==> config.mk <==
export PLATFORM = sky130hd
export DESIGN_NAME = vote_tally_seq
export DESIGN_NICKNAME = d
export VERILOG_FILES = /design/src/rtl/vote_pkg.sv /design/src/rtl/vote_counter_sat.sv /design/src/rtl/vote_tally_seq.sv
export SDC_FILE = /design/constraint.sdc
export NUM_CORES = 1
export LEC_CHECK = 0
export CORE_MARGIN = 5
export CORE_UTILIZATION = 64
export CTS_BUF_LIST = sky130_fd_sc_hd__clkbuf_2 sky130_fd_sc_hd__clkbuf_4 sky130_fd_sc_hd__clkbuf_8
export DETAILED_ROUTE_END_ITERATION = 8
export PLACE_DENSITY = 0.88
export SLEW_MARGIN = 30
export SYNTH_ARGS = -nofsm -noshare
export SYNTH_HDL_FRONTEND = slang
export SYNTH_HIERARCHICAL = 1
export SYNTH_SLANG_ARGS = --single-unit
==> constraint.sdc <==
create_clock -name clk -period 9.27 [get_ports clk]
set_input_delay 1.854 -clock clk [delete_from_list [all_inputs] [get_ports clk]]
set_output_delay 1.854 -clock clk [all_outputs]
set_load 0.1 [all_outputs]
==> src/rtl/vote_pkg.sv <==
// ---------------------------------------------------------------------------
// vote_pkg
// Shared types and helpers for the sequential vote tallier.
//   state_t      : controller state encoding (IDLE/COLLECT/SCAN/DONE)
//   onehot_check : reports whether a ballot vector has exactly one bit set
//                  and, if so, which bit it is
//   clog2_min1   : ceil(log2(n)) clamped to at least 1, used for index widths
// ---------------------------------------------------------------------------
package vote_pkg;

    typedef enum logic [1:0] {
        IDLE    = 2'd0,
        COLLECT = 2'd1,
        SCAN    = 2'd2,
        DONE    = 2'd3
    } state_t;

    // Ballots are zero-extended to this width before decoding, so the
    // tallier supports at most ONEHOT_MAX candidates.
    localparam int ONEHOT_MAX   = 64;
    localparam int ONEHOT_IDX_W = 6;

    // Counts the set bits; idx ends up holding the highest set bit, which is
    // the only set bit whenever the function returns 1.
    function automatic logic onehot_check(input  logic [ONEHOT_MAX-1:0]   vec,
                                          output logic [ONEHOT_IDX_W-1:0] idx);
        int ones;
        ones = 0;
        idx  = '0;
        for (int k = 0; k < ONEHOT_MAX; k++) begin
            if (vec[k]) begin
                ones++;
                idx = ONEHOT_IDX_W'(k);
            end
        end
        return (ones == 1);
    endfunction

    // A two-candidate election still needs a 1-bit index.
    function automatic int clog2_min1(input int n);
        return (n <= 2) ? 1 : $clog2(n);
    endfunction

endpackage

==> src/rtl/vote_counter_sat.sv <==
// ---------------------------------------------------------------------------
// vote_counter_sat
// W-bit up-counter with synchronous clear and saturation at all-ones.
//   clk    : clock, rising edge
//   rst    : asynchronous active-high reset (counter -> 0)
//   clr_i  : synchronous clear, wins over inc_i
//   inc_i  : add one unless already at all-ones
//   cnt_o  : current count
// ---------------------------------------------------------------------------
module vote_counter_sat #(
    parameter int W = 4
) (
    input  logic         clk,
    input  logic         rst,
    input  logic         clr_i,
    input  logic         inc_i,
    output logic [W-1:0] cnt_o
);

    logic [W-1:0] cnt_q;

    // Clear has priority so a new election never inherits a stray increment
    // from a ballot that arrived in the same cycle as start.
    always_ff @(posedge clk or posedge rst) begin
        if (rst) begin
            cnt_q <= '0;
        end else if (clr_i) begin
            cnt_q <= '0;
        end else if (inc_i && (cnt_q != '1)) begin
            cnt_q <= cnt_q + 1'b1;
        end
    end

    assign cnt_o = cnt_q;

endmodule

==> src/rtl/vote_tally_seq.sv <==
// ---------------------------------------------------------------------------
// vote_tally_seq
// Streaming plurality/majority vote tallier. One-hot ballots arrive over a
// valid/ready handshake and are counted per candidate; on close (or when the
// voter limit is hit) the tallies are scanned one candidate per cycle to
// find the winner, a tie flag and a strict-majority flag.
//   clk, rst      : clock (rising edge), asynchronous active-high reset
//   start         : pulse, clear everything and open an election
//   close         : pulse, stop collecting ballots
//   ballot_valid  : ballot present on 'ballot'
//   ballot_ready  : ballot is accepted this cycle
//   ballot        : one-hot candidate selection
//   accepted_cnt  : well-formed ballots counted
//   rejected_cnt  : malformed ballots consumed (saturating)
//   busy          : collecting or scanning
//   result_valid  : results below are final
//   winner_idx    : lowest index among the highest tallies
//   winner_cnt    : tally of the winner
//   tie           : another candidate shares winner_cnt
//   majority      : 2*winner_cnt > accepted_cnt
// ---------------------------------------------------------------------------
module vote_tally_seq
    import vote_pkg::*;
#(
    parameter int NUM_CAND   = 4,
    parameter int MAX_VOTERS = 15,
    parameter int CNT_W      = $clog2(MAX_VOTERS + 1),
    parameter int IDX_W      = clog2_min1(NUM_CAND)
) (
    input  logic                clk,
    input  logic                rst,
    input  logic                start,
    input  logic                close,
    input  logic                ballot_valid,
    output logic                ballot_ready,
    input  logic [NUM_CAND-1:0] ballot,
    output logic [CNT_W-1:0]    accepted_cnt,
    output logic [CNT_W-1:0]    rejected_cnt,
    output logic                busy,
    output logic                result_valid,
    output logic [IDX_W-1:0]    winner_idx,
    output logic [CNT_W-1:0]    winner_cnt,
    output logic                tie,
    output logic                majority
);

    state_t                  state_q;
    logic [IDX_W-1:0]        scanIdx_q;
    logic [IDX_W-1:0]        winnerIdx_q, winnerIdx_d;
    logic [CNT_W-1:0]        winnerCnt_q, winnerCnt_d;
    logic                    tie_q, tie_d;
    logic                    majority_q, majority_d;

    logic [ONEHOT_MAX-1:0]   ballotWide;
    logic [ONEHOT_IDX_W-1:0] ballotIdx;
    logic                    isOnehot;
    logic                    handshake;
    logic [NUM_CAND-1:0]     tallyInc;
    logic [CNT_W-1:0]        tally [NUM_CAND];
    logic [CNT_W-1:0]        candCnt;
    logic                    lastCand;
    logic                    votersFull;

    localparam logic [CNT_W-1:0] MAX_CNT = CNT_W'(MAX_VOTERS);

    // Decode the incoming ballot into "well formed?" plus the chosen index.
    always_comb begin
        ballotWide               = '0;
        ballotWide[NUM_CAND-1:0] = ballot;
        ballotIdx                = '0;
        isOnehot                 = onehot_check(ballotWide, ballotIdx);
    end

    // Route a well-formed handshake to exactly one candidate's tally.
    always_comb begin
        tallyInc = '0;
        for (int c = 0; c < NUM_CAND; c++) begin
            tallyInc[c] = handshake && isOnehot && (int'(ballotIdx) == c);
        end
    end

    assign votersFull   = (accepted_cnt == MAX_CNT);
    assign ballot_ready = (state_q == COLLECT) && (accepted_cnt < MAX_CNT);
    assign handshake    = ballot_valid && ballot_ready;

    // One saturating counter per candidate plus accepted and rejected totals;
    // start clears all of them in any state.
    for (genvar g = 0; g < NUM_CAND; g++) begin : gTally
        vote_counter_sat #(.W(CNT_W)) uTally (
            .clk   (clk),
            .rst   (rst),
            .clr_i (start),
            .inc_i (tallyInc[g]),
            .cnt_o (tally[g])
        );
    end

    vote_counter_sat #(.W(CNT_W)) uAccepted (
        .clk   (clk),
        .rst   (rst),
        .clr_i (start),
        .inc_i (handshake && isOnehot),
        .cnt_o (accepted_cnt)
    );

    vote_counter_sat #(.W(CNT_W)) uRejected (
        .clk   (clk),
        .rst   (rst),
        .clr_i (start),
        .inc_i (handshake && !isOnehot),
        .cnt_o (rejected_cnt)
    );

    // One scan step: compare the candidate under the scan pointer with the
    // running winner. Equal tallies keep the earlier (lower) index and flag a
    // tie; a strictly larger tally takes over and clears the tie. Majority is
    // evaluated on the post-step winner so it is ready as DONE is entered.
    always_comb begin
        candCnt     = tally[scanIdx_q];
        lastCand    = (scanIdx_q == IDX_W'(NUM_CAND - 1));
        winnerIdx_d = winnerIdx_q;
        winnerCnt_d = winnerCnt_q;
        tie_d       = tie_q;
        if (scanIdx_q == '0) begin
            winnerIdx_d = '0;
            winnerCnt_d = candCnt;
            tie_d       = 1'b0;
        end else if (candCnt > winnerCnt_q) begin
            winnerIdx_d = scanIdx_q;
            winnerCnt_d = candCnt;
            tie_d       = 1'b0;
        end else if (candCnt == winnerCnt_q) begin
            tie_d       = 1'b1;
        end
        majority_d = ({winnerCnt_d, 1'b0} > {1'b0, accepted_cnt});
    end

    // Election controller. start restarts from any state; close only matters
    // while collecting, and a full voter roll ends collection on its own.
    always_ff @(posedge clk or posedge rst) begin
        if (rst) begin
            state_q     <= IDLE;
            scanIdx_q   <= '0;
            winnerIdx_q <= '0;
            winnerCnt_q <= '0;
            tie_q       <= 1'b0;
            majority_q  <= 1'b0;
        end else if (start) begin
            state_q     <= COLLECT;
            scanIdx_q   <= '0;
            winnerIdx_q <= '0;
            winnerCnt_q <= '0;
            tie_q       <= 1'b0;
            majority_q  <= 1'b0;
        end else begin
            case (state_q)
                IDLE: begin
                end
                COLLECT: begin
                    if (close || votersFull) begin
                        state_q   <= SCAN;
                        scanIdx_q <= '0;
                    end
                end
                SCAN: begin
                    winnerIdx_q <= winnerIdx_d;
                    winnerCnt_q <= winnerCnt_d;
                    tie_q       <= tie_d;
                    if (lastCand) begin
                        majority_q <= majority_d;
                        state_q    <= DONE;
                    end else begin
                        scanIdx_q <= scanIdx_q + 1'b1;
                    end
                end
                DONE: begin
                end
                default: state_q <= IDLE;
            endcase
        end
    end

    assign busy         = (state_q == COLLECT) || (state_q == SCAN);
    assign result_valid = (state_q == DONE);
    assign winner_idx   = winnerIdx_q;
    assign winner_cnt   = winnerCnt_q;
    assign tie          = tie_q;
    assign majority     = majority_q;

endmodule

# Word level (Yosys, flattened, before mapping)
# Cells that the tools add are included.
# W data, S select, Z words.
[word_totals]
output_inout_bits = 19
input_bits = 9
register_bits = 36
elab_cells = 127
[classes]
mux = 46
n_eq_ne = 19
add_sub_neg = 10
n_reduce_logical = 35
magnitude_cmp = 4
bitwise_logic = 1
[ops]
columns = ["operator", "count"]
rows = [
  ["$add A32 B2 Y32 const B", 3],
  ["$mux W32", 3],
  ["$mux W4", 18],
  ["$eq A32 B2 Y1 const B", 1],
  ["$add A4 B1 Y4 const B", 6],
  ["$ne A4 B4 Y1 const B", 6],
  ["$mux W2", 10],
  ["$reduce_bool A2 Y1", 8],
  ["$logic_and A1 B1 Y1", 14],
  ["$eq A6 B3 Y1 const B", 2],
  ["$mux W6", 2],
  ["$mux W1", 10],
  ["$bmux W4 S2", 1],
  ["$pmux W2 S2", 2],
  ["$eq A2 B2 Y1 const B", 3],
  ["$eq A6 B2 Y1 const B", 1],
  ["$logic_not A6 Y1", 1],
  ["$ne A3 B3 Y1 const B", 2],
  ["$reduce_and A2 Y1", 3],
  ["$reduce_and A3 Y1", 2],
  ["$reduce_bool A3 Y1", 2],
  ["$gt A5 B4 Y1", 1],
  ["$eq A4 B4 Y1", 1],
  ["$eq A4 B4 Y1 const B", 1],
  ["other kinds (11)", 12],
]

# Depth between registers and ports, before layout
[depth]
depth_word = 13
mapped_depth = 13
mapped_depth_nobuf = 12

# Cells and area by module
# The synthesis kept the hierarchy.
[by_module_without_submodules]
columns = ["module", "instances", "seq_area_each_um2", "cells_per_inst", "area_per_inst_um2"]
rows = [
  ["vote_counter_sat", 6, 100.1, 21, 230.2],
  ["vote_tally_seq", 1, 300.3, 148, 1331.3],
]

# Least setup slack after synthesis
# OpenSTA, ideal clock, no wires.
[synth_timing]
path_kind = "input to register"
start = "input ballot[1]"
end = "register gTally[0].uTally.cnt_q[0]"
setup_slack_ps = 4917
cell_stages = 11
path_buffers = 0
arrival_ps = 4228
cell_sequence = "inv_1 ha_1 xor2_1 ha_1 nand3b_1 o311a_4 nor4_4 nor4b_4 inv_1 a31oi_4 mux2_4"
[synth_between]
elab_chain_cells = 10
elab_cells_between_ends = 14
cone_classes = "add/sub (2); eq/ne (1); mux (6); reduce/logical (5)"
[synth_lines]
columns = ["element", "line", "text"]
rows = [
  ["from (decl)", "vote_tally_seq.sv:36", "input logic [NUM_CAND-1:0] ballot,"],
  ["$mux W32", "vote_pkg.sv:31", "if (vec[k]) begin"],
  ["$add A32 B2 Y32", "vote_pkg.sv:32", "ones++;"],
  ["$mux W32", "vote_pkg.sv:31", ""],
  ["$add A32 B2 Y32", "vote_pkg.sv:32", ""],
  ["$mux W32", "vote_pkg.sv:31", ""],
  ["$eq A32 B2 Y1", "vote_pkg.sv:36", "return (ones == 1);"],
  ["$logic_and A1 B1 Y1", "vote_tally_seq.sv:78", "tallyInc[c] = handshake && isOnehot && (int'(ballotIdx) == c);"],
  ["$logic_and A1 B1 Y1 (*)", "vote_tally_seq.sv:78", ""],
  ["net tallyInc[0]", "vote_tally_seq.sv:58", "logic [NUM_CAND-1:0] tallyInc;"],
  ["$logic_and A1 B1 Y1 (*)", "vote_counter_sat.sv:29", "end else if (inc_i && (cnt_q != '1)) begin"],
  ["$reduce_bool A2 Y1 (no line) (*)", "-", ""],
  ["to (signal assigned)", "vote_counter_sat.sv:30", "cnt_q <= cnt_q + 1'b1;"],
  ["to (decl)", "vote_counter_sat.sv:20", "logic [W-1:0] cnt_q;"],
]
# Mark *: on every way through the listed nets, which the timed path passes. The rest lies on a longest branch.
# A chain may end at the register's enable or synchronous reset.

# Final worst setup path
# Same ends and word-level chain as after synthesis.

==> summary.log <==
[status] status completed
[hold_path] Worst Hold Launch winner_idx[0]
[placed_design] routability cong. 0.895
[floorplanning] die extent in x 75.1 um
[timing] Slew Viols, Final 0
[floorplanning] # IOs 28
[yosys] Synth Flop Type sky130_fd_sc_hd__dfrtp_1
[clock_tree] number of buffers inserted during clock tree synthesis 5
[timing] endpoints failing setup 0
[timing] headroom to the max-slew limit 34.7%
[floorplanning] total die area 0.00564 mm2
[yosys] number of synthesized register bits 36
[clock_tree] number of clock sinks seen by CTS 36
[power] power density over cell area 147 mW/mm2
[cells_and_area] Antenna diodes 0
[routing] number of nets with antenna violations after detailed routing 0
[routing] router iterations before antenna repair 4
[timing] largest clock skew in the final design 12.4 ps
[clock_tree] Clock Tree Root sky130_fd_sc_hd__clkbuf_8
[timing] shortest clock period the worst path allows after layout 4910 ps
[timing] tightest hold margin 531 ps
[placed_design] count of port buffers added during placement 27
[worst_setup_path] series of cell instances along the critical path clkdlybuf4s50_1, inv_1, ha_1, xor2_1, ha_1, nand3b_1, o311a_4, nor4_4, nor4b_4, inv_1, a31oi_4, mux2_4
[clock_tree] number of buffers added for setup after CTS 0
[routing] routed via count 2,132
[timing] maximum frequency from static timing analysis 204 MHz
[worst_setup_path] largest fanout of any net on the critical path 8
[power] Sw Share 39.9%
[worst_setup_path] Worst setup SP type input pin
[yosys] Cells after Synth 274
[clock_tree] # resized after CTS 0
[yosys] post-synth design cell area 0.00271 mm2
[routing] Detailed Route Iter0 Violations 93
[run] reported max-cap violation count 0
[power] Max IR drop VDD 0.000115 V
[timing] RSZ-0062 raised after global routing no
[cells_and_area] layout net count 333
[global_routing] number of antenna violations at the first check in global routing 0
[worst_setup_path] worst endpoint data arrival time 5080 ps
[timing] fin crit share 52.9%
[yosys] portion of the post-synthesis area used by sequential elements 33.2%
[power] sequential fraction of design power 37.7%
[floorplanning] total core area 0.00406 mm2
[timing] Fin Setup TNS 0 ps
[cells_and_area] layout cell share with drive strength beyond 1 11.8%
[yosys] share of flip-flops with an asynchronous set or reset 100%
[floorplanning] number of core rows 23
[worst_setup_path] endpoint of the worst register-to-register path majority
[worst_setup_path] endpoint required time on the critical path 9450 ps
[floorplanning] DIE HEIGHT 75.1 um
[worst_setup_path] slowest cell on the critical path sky130_fd_sc_hd__clkdlybuf4s50_1
[cells_and_area] area added between synthesis and finish 14.7%
[cells_and_area] most used cells in the layout excluding fill and tap cells sky130_fd_sc_hd__inv_1, sky130_fd_sc_hd__dfrtp_1, sky130_fd_sc_hd__clkdlybuf4s50_1
[placed_design] pre-CTS worst setup slack 4030 ps
[hold_path] Worst Hold End winner_idx[0]
[clock_tree] clock latency at the later pin of the worst-skew pair 300 ps
[timing] Worst-Margin Slew 977 ps
[power] Comb pwr share 36.2%
[worst_setup_path] worst flop-to-flop path startpoint scanIdx_q[0]
[routing] total routed wirelength 5510 um
[power] Clock power frac 26.1%
[clock_tree] maximum level of the CTS H-tree 2
[routing] per-cell via count in the routed design 6.02
[yosys] syn_area_per_cell 9.90 um2
[clock_tree] hold_buf cts 0
[clock_tree] TritonCTS clock tree built
[clock_tree] deepest clock path buffer count 2
[global_routing] global-route congestion overflow total 0
[hold_path] Hold Path Depth 1
[clock_tree] clock-pin slew on the worst setup and hold paths 80 ps
[floorplanning] starting density of the core 66.9%
[routing] average routed wire per standard cell 15.6 um
[yosys] number of enable flip-flop cells after synthesis 0
[worst_setup_path] reg-to-reg setup timing slack 5860 ps
[global_routing] vias in the first global route 2,095
[hold_path] path class of the lowest-slack min-delay path reg2reg
[worst_setup_path] slowest cell delay on critical path 550 ps
[routing] DR DRC count 0
[global_routing] pin count of the biggest net entering global routing 45
[power] Net Switching 0.000182 W
[power] total internal power 0.000274 W
[worst_setup_path] kind of capture point of the worst setup path flop
[timing] hold violation total from the final report 0
[yosys] number of different library cells in the post-synthesis netlist 50
[placed_design] placed wire-length estimate after detailed placement 4060 um
[global_routing] total global routing track utilization 22.0%
[yosys] Net Count, Synth 304
[power] leakage power summed over all cells 1.31 nW
[yosys] number of warnings issued by yosys 6
[worst_setup_path] logic depth of the worst register-to-register path 10
[global_routing] global-route wire length before repair 9520 um
[worst_setup_path] Setup Crit Path Kind in2reg
[timing] fin worst setup slack 4360 ps
worst max-delay path by stage:
stage               cells after the start                   endpoint  slack (ps)  startpoint
floorplan                              11  gTally[0].uTally/cnt_o[0]        4920   ballot[1]
global placement                       12  gTally[0].uTally/cnt_o[0]        4160   ballot[1]
detailed placement                     12  gTally[0].uTally/cnt_o[0]        4030   ballot[1]
CTS                                    12  gTally[0].uTally/cnt_o[0]        4350   ballot[1]
global route                           12  gTally[0].uTally/cnt_o[0]        4140   ballot[1]
finish                                 12  gTally[0].uTally/cnt_o[0]        4360   ballot[1]
metal layers:
layer / up-vias / global-route usage, % / part of all wire (%) / wire length [um]
met4: 0 / 6.52 / 1.6 / 86
met3: 11 / 4.67 / 4.0 / 222
met2: 45 / 37.7 / 50 / 2780
li1: 1042 / - / - / -
met5: - / 0 / 0 / 0
met1: 1034 / 27.9 / 44 / 2420
registers in the layout (all words and copies together) (netlist names):
| register | cells |
|---|---|
| uAccepted/cnt_o | 4 |
| gTally.uTally/cnt_o | 16 |
| winner_cnt | 4 |
| scanIdx_q | 2 |
| state_q | 2 |
| uRejected/cnt_o | 4 |
| winner_idx | 2 |
| tie | 1 |
| majority | 1 |
worst max-delay path: cells and delay by family:
| family | cells | cell delay, ps |
|---|---|---|
| compound gates | 2 | 350 |
| simple gates | 3 | 910 |
| buf+inv | 3 | 780 |
| mux | 1 | 310 |
| xor+xnor | 1 | 180 |
| fa+ha+maj | 2 | 700 |
synth_stat cells (3+ instances only):
master / count / share of area [%]
sky130_fd_sc_hd__a211oi_1: 7 / 1.9
sky130_fd_sc_hd__a21o_1: 4 / 1.1
sky130_fd_sc_hd__a21oi_1: 11 / 2.0
sky130_fd_sc_hd__a31oi_4: 6 / 4.7
sky130_fd_sc_hd__and4_1: 7 / 2.3
sky130_fd_sc_hd__clkbuf_1: 3 / 0.42
sky130_fd_sc_hd__dfrtp_1: 36 / 33
sky130_fd_sc_hd__ha_1: 21 / 9.7
sky130_fd_sc_hd__inv_1: 36 / 5.0
sky130_fd_sc_hd__mux2_4: 6 / 3.3
sky130_fd_sc_hd__mux2i_1: 10 / 3.7
sky130_fd_sc_hd__mux4_2: 4 / 3.3
sky130_fd_sc_hd__nand2_1: 16 / 2.2
sky130_fd_sc_hd__nand2b_1: 14 / 3.2
sky130_fd_sc_hd__nand3_1: 3 / 0.55
sky130_fd_sc_hd__nand4_1: 6 / 1.4
sky130_fd_sc_hd__nor2_1: 18 / 2.5
sky130_fd_sc_hd__nor2b_1: 8 / 1.8
sky130_fd_sc_hd__nor3_1: 15 / 2.8
sky130_fd_sc_hd__o21ai_0: 8 / 1.5
per-stage QoR:
stage | power [W] | util [%] | instances | instance area (um2)
after global routing | 0.000479 | 76.7 | 354 | 3110
after CTS | 0.000459 | 76.7 | 354 | 3110
after detailed placement | 0.000341 | 74.4 | 346 | 3020
final | 0.000456 | 76.7 | 354 | 3110
after global placement | 0.000337 | 74.4 | 346 | 3020
after floorplan | 0.000305 | - | 274 | 2710
power by group through the flow:
stage               combinational [W]  clock [W]  sequential (W)
floorplan                    0.000119          0        0.000186
CTS                          0.000166   0.000121        0.000172
global route                 0.000176   0.000129        0.000173
finish                       0.000165   0.000119        0.000172
detailed placement           0.000165          0        0.000175
global placement             0.000163          0        0.000174
logic make-up after synthesis:
| kind of cell | count (synthesis) | synth area share (%) |
|---|---|---|
| adder cells (fa/ha/maj) | 21 | 9.69 |
| XOR/XNOR | 2 | 0.646 |
| AO/OA/AOI/OAI | 52 | 16.7 |
| buffers and inverters | 42 | 6.27 |
| flip-flops | 36 | 33.2 |
| multiplexers | 21 | 10.7 |
| AND/OR/NAND/NOR | 100 | 22.7 |
area by class of cell:
| type | count | area, um2 |
|---|---|---|
| clock buffers | 6 | 82.6 |
| clock inverters | 2 | 10.0 |
| fillers | 280 | 947 |
| inverters | 36 | 135 |
| multi-input cells | 196 | 1640 |
| flip-flops and latches | 36 | 901 |
| well taps | 50 | 62.6 |
| repair buffers | 28 | 278 |
(Power assumes the default switching activity.)
